[config.mk]
export PLATFORM = sky130hd
export DESIGN_NAME = serial_add_ctrl
export DESIGN_NICKNAME = d
export VERILOG_FILES = /design/src/rtl/serial_add_pkg.sv /design/src/rtl/fa.sv /design/src/rtl/serial_add_ctrl.sv
export SDC_FILE = /design/constraint.sdc
export NUM_CORES = 1
export LEC_CHECK = 0
export CAP_MARGIN = 5
export CORE_UTILIZATION = 43
export CTS_BUF_LIST = sky130_fd_sc_hd__clkbuf_4 sky130_fd_sc_hd__clkbuf_8
export CTS_CLUSTER_SIZE = 25
export DETAILED_ROUTE_END_ITERATION = 16
export PLACE_DENSITY = 0.73
export SYNTH_ARGS = -nofsm -noshare
export SYNTH_HDL_FRONTEND = slang
export SYNTH_SLANG_ARGS = --single-unit
[constraint.sdc]
create_clock -name clk -period 1.5 [get_ports clk]
set_clock_uncertainty 0.05 [all_clocks]
set_input_delay 0.3 -clock clk [delete_from_list [all_inputs] [get_ports clk]]
set_output_delay 0.3 -clock clk [all_outputs]
set_load 0.02 [all_outputs]
[src/rtl/serial_add_pkg.sv]
// Shared types for the bit-serial adder controller.
// State encoding and counter sizing helper.
package serial_add_pkg;

   localparam int DEF_WIDTH = 4;

   typedef enum logic [1:0] {
      IDLE = 2'd0,
      RUN  = 2'd1,
      DONE = 2'd2
   } state_t;

   // Counter must hold 0..WIDTH, so it needs clog2(WIDTH+1) bits.
   function automatic int cnt_width(input int w);
      return (w < 1) ? 1 : $clog2(w + 1);
   endfunction

endpackage

[src/rtl/fa.sv]
// Single-bit full adder cell.
// Shared datapath element of the serial adder.
module fa (
   input  logic a,
   input  logic b,
   input  logic ci,
   output logic co,
   output logic s
);

   assign s  = a ^ b ^ ci;
   assign co = (a & b) | (ci & (a ^ b));

endmodule

[src/rtl/serial_add_ctrl.sv]
// Bit-serial adder controller: one full adder, one bit per clock.
// LSB first, start/busy/done handshake toward the requester.
module serial_add_ctrl
   import serial_add_pkg::*;
#(
   parameter int WIDTH = DEF_WIDTH
) (
   input  logic             clk,
   input  logic             reset_n,
   input  logic             start,
   input  logic [WIDTH-1:0] a,
   input  logic [WIDTH-1:0] b,
   input  logic             cin,
   output logic             busy,
   output logic             done,
   output logic [WIDTH-1:0] sum,
   output logic             cout
);

   localparam int CW = cnt_width(WIDTH);

   state_t           r_state;
   state_t           w_next;
   logic [WIDTH-1:0] r_a_sh;
   logic [WIDTH-1:0] r_b_sh;
   logic [WIDTH-1:0] r_sum;
   logic             r_carry;
   logic             r_cout;
   logic [CW-1:0]    r_cnt;

   logic             w_s;
   logic             w_co;
   logic             w_last;
   logic             w_accept;
   logic [WIDTH-1:0] w_sum_nx;

   fa u_fa (
      .a  (r_a_sh[0]),
      .b  (r_b_sh[0]),
      .ci (r_carry),
      .co (w_co),
      .s  (w_s)
   );

   assign w_last   = (r_cnt == CW'(WIDTH - 1));
   assign w_accept = start && ((r_state == IDLE) || (r_state == DONE));
   // New bit enters at the MSB; after WIDTH shifts bit 0 sits at LSB.
   assign w_sum_nx = WIDTH'({w_s, r_sum} >> 1);

   always_comb begin
      w_next = r_state;
      busy   = 1'b0;
      done   = 1'b0;
      unique case (r_state)
         IDLE: begin
            if (start) w_next = RUN;
         end
         RUN: begin
            busy = 1'b1;
            if (w_last) w_next = DONE;
         end
         DONE: begin
            done   = 1'b1;
            w_next = start ? RUN : IDLE;
         end
         default: w_next = IDLE;
      endcase
   end

   always_ff @(posedge clk or negedge reset_n) begin
      if (!reset_n) begin
         r_state <= IDLE;
         r_a_sh  <= '0;
         r_b_sh  <= '0;
         r_sum   <= '0;
         r_carry <= 1'b0;
         r_cout  <= 1'b0;
         r_cnt   <= '0;
      end else begin
         r_state <= w_next;
         if (w_accept) begin
            r_a_sh  <= a;
            r_b_sh  <= b;
            r_carry <= cin;
            r_sum   <= '0;
            r_cnt   <= '0;
         end else if (r_state == RUN) begin
            r_carry <= w_co;
            r_sum   <= w_sum_nx;
            r_a_sh  <= r_a_sh >> 1;
            r_b_sh  <= r_b_sh >> 1;
            r_cnt   <= r_cnt + 1'b1;
            if (w_last) r_cout <= w_co;
         end
      end
   end

   assign sum  = r_sum;
   assign cout = r_cout;

endmodule
==> results.json <==
{
  "status": "complete, no violations",
  "path_clk_slew_ps": 110,
  "drcViolationCount": 0,
  "syn_nets": 92,
  "grt_first_pass_wirelength_um": 2620,
  "layout_commonest_cell": "dfrtp_1",
  "start_kind": "register",
  "num_vias": 635,
  "rsz0062_at_grt": "yes",
  "fin_cells": 130,
  "cp.arrival_ps": 1080,
  "worst_ep_required_time_ps": 1150,
  "clock-root-buffer": "clkbuf_4",
  "cp_max_fo": 3,
  "drt_wl_total_um": 1650,
  "crit_path_end_kind": "output port",
  "tritoncts": "done",
  "numCtsBuffers": 3,
  "synth.yosys.seq_area_share": 0.534,
  "drive_gt1_frac": 0.223,
  "synth_seq_cells": 19,
  "clock_latency_ps": 300,
  "cts_htree_levels": 1,
  "syn_inst": 77,
  "first_iter_violations": 2,
  "drtPass1Iterations": 4,
  "placed_cells": 126,
  "finalHoldViolCount": 0,
  "postLayoutCoreUtil": 0.589,
  "viasPerCell": 4.88,
  "multi_input_comb_area_um2": 354,
  "grt_pass1_vias": 597,
  "maxCapViolCount": 0,
  "rows": 16,
  "gp_congestion": 0.804,
  "hold_class": "input port to async pin",
  "synth_area_per_cell_um2": 11.6,
  "post_drt_wl_per_cell_um": 12.7,
  "p_per_area_nw_per_um2": 1960,
  "p_leak_nw": 0.562,
  "layout_common_cells": "dfrtp_1, clkdlybuf4s50_1, inv_1, buf_4",
  "dieArea_um2": 2260,
  "timing.final.crit_share": 0.954,
  "ant_nets": 0,
  "report.final.slew_viol_count": 0,
  "coreArea_um2": 1960,
  "ir_drop_mv": 1.13,
  "pin_count": 19,
  "clockBufferDepth": 2,
  "antenna_cells": 0,
  "fmax_mhz": 699,
  "syn2layout_area_growth_pct": 29.6,
  "hpwl_um": 1250,
  "fin_crit_ps": 1430,
  "nNetsFinal": 119,
  "fill_cells": 188,
  "ctsHoldBuffers": 0,
  "timing.setup.tns_ps": 0,
  "hold_slack_ps": 268,
  "crit_type": "register to output port",
  "portBuffers": 18,
  "grt_use_total": 0.178,
  "grt_max_degree": 20,
  "yosysUniqueCellTypes": 24,
  "setup_viol": 0,
  "yosys_warnings": 0,
  "cts_sinks": 19,
  "start_util": 0.454,
  "regArea_um2": 475,
  "netlist_area_um2": 891,
  "die-height_um": 47.5,
  "die_w_um": 47.5,
  "antenna_found_initial": 0,
  "postCtsSetupBuffers": 0,
  "worstMarginPinSlew_ps": 286,
  "max-slew-margin-rel": 0.808,
  "overflow": 0
}
==> kinds of logic after synthesis <==
kind of cell	Yosys count	share of synthesized area
simple gates	10	0.0744
mux	6	0.0730
buf+inv	14	0.0772
flops	19	0.534
fa+ha+maj	3	0.0506
compound gates	25	0.191
==> worst max-delay path, cell delays in order, from the launching register on <==
cell      delay (ps)
dfrtp_1          410
nand2b_1         180
inv_2             70
buf_4            130
==> synthesized netlist by cell type <==
cell type / count / area share
nand2_1: 1 / 0.0042
nor2_2: 1 / 0.0070
buf_4: 2 / 0.017
fa_1: 1 / 0.022
nand3b_1: 1 / 0.0084
buf_6: 1 / 0.013
o21ai_0: 2 / 0.011
nor2b_1: 2 / 0.014
a21oi_1: 7 / 0.039
ha_1: 2 / 0.028
buf_2: 1 / 0.0056
a22o_1: 6 / 0.059
and2b_1: 3 / 0.025
mux2i_1: 2 / 0.022
o22ai_1: 4 / 0.028
a211oi_1: 3 / 0.025
inv_2: 1 / 0.0042
inv_1: 9 / 0.038
nand2b_1: 1 / 0.0070
o2bb2ai_1: 2 / 0.020
dfrtp_1: 19 / 0.53
a21o_1: 1 / 0.0084
mux2_2: 4 / 0.051
or2b_1: 1 / 0.0084
==> sequential cells by signal, summed over array words and instances, names as in the netlist <==
register  count
cout          1
r_b_sh        4
r_a_sh        4
r_state       2
r_cnt         3
r_carry       1
sum           4
==> routing by layer <==
metal  track usage  wire length [µm]
met5             0                 0
met2         0.271               765
met4        0.0857                36
met3        0.0566                69
met1         0.229               781
==> report_power, final <==
group          leakage, nW  total (mW)  internal (mW)  switching (mW)
registers            0.235       0.873          0.740           0.132
logic                0.309        1.13          0.559           0.573
clock network       0.0177       0.254         0.0995           0.154
total                0.562        2.26           1.40           0.859
==> final cells by class <==
class,instances,area share
multi-input cells,44,0.307
clock inverters,1,0.00433
well taps,27,0.0293
clock buffers,3,0.0195
inverters,10,0.0325
repair buffers,26,0.196
flip-flops and latches,19,0.412
==> final timing paths <==
kind                                              from                    end  slack, ps  cells after the start
worst max-delay path            r_state[1]$_DFFE_PN0P_                   busy         70                      3
worst min-delay path                           reset_n     sum[2]$_DFFE_PN0P_        270                      2
max in group asynchronous                      reset_n  r_a_sh[0]$_DFFE_PN0P_        920                      2
worst max register to register     r_carry$_DFFE_PN0P_    r_carry$_DFFE_PN0P_        130                      4
worst min register to register        cout$_DFFE_PN0P_       cout$_DFFE_PN0P_        450                      2
min in group clk                      cout$_DFFE_PN0P_       cout$_DFFE_PN0P_        450                      2
==> metrics by stage <==
| stage | cell area, µm² | power, mW | worst slack [ps] |
|---|---|---|---|
| floorplan | 891 | 1.64 | 207 |
| global placement | 1130 | 2.02 | -133 |
| detailed placement | 1130 | 2.06 | -163 |
| CTS | 1150 | 2.26 | 10.1 |
| global route | 1150 | 2.46 | -0.769 |
| finish | 1150 | 2.26 | 69.6 |
==> timing repair <==
item	4_1_cts	5_1_grt
endpoints found under the setup margin	7	4
cloned	0	0
pin swaps	0	0
gates resized for setup	11	5
Note: power is estimated with default switching activity, not from simulation.
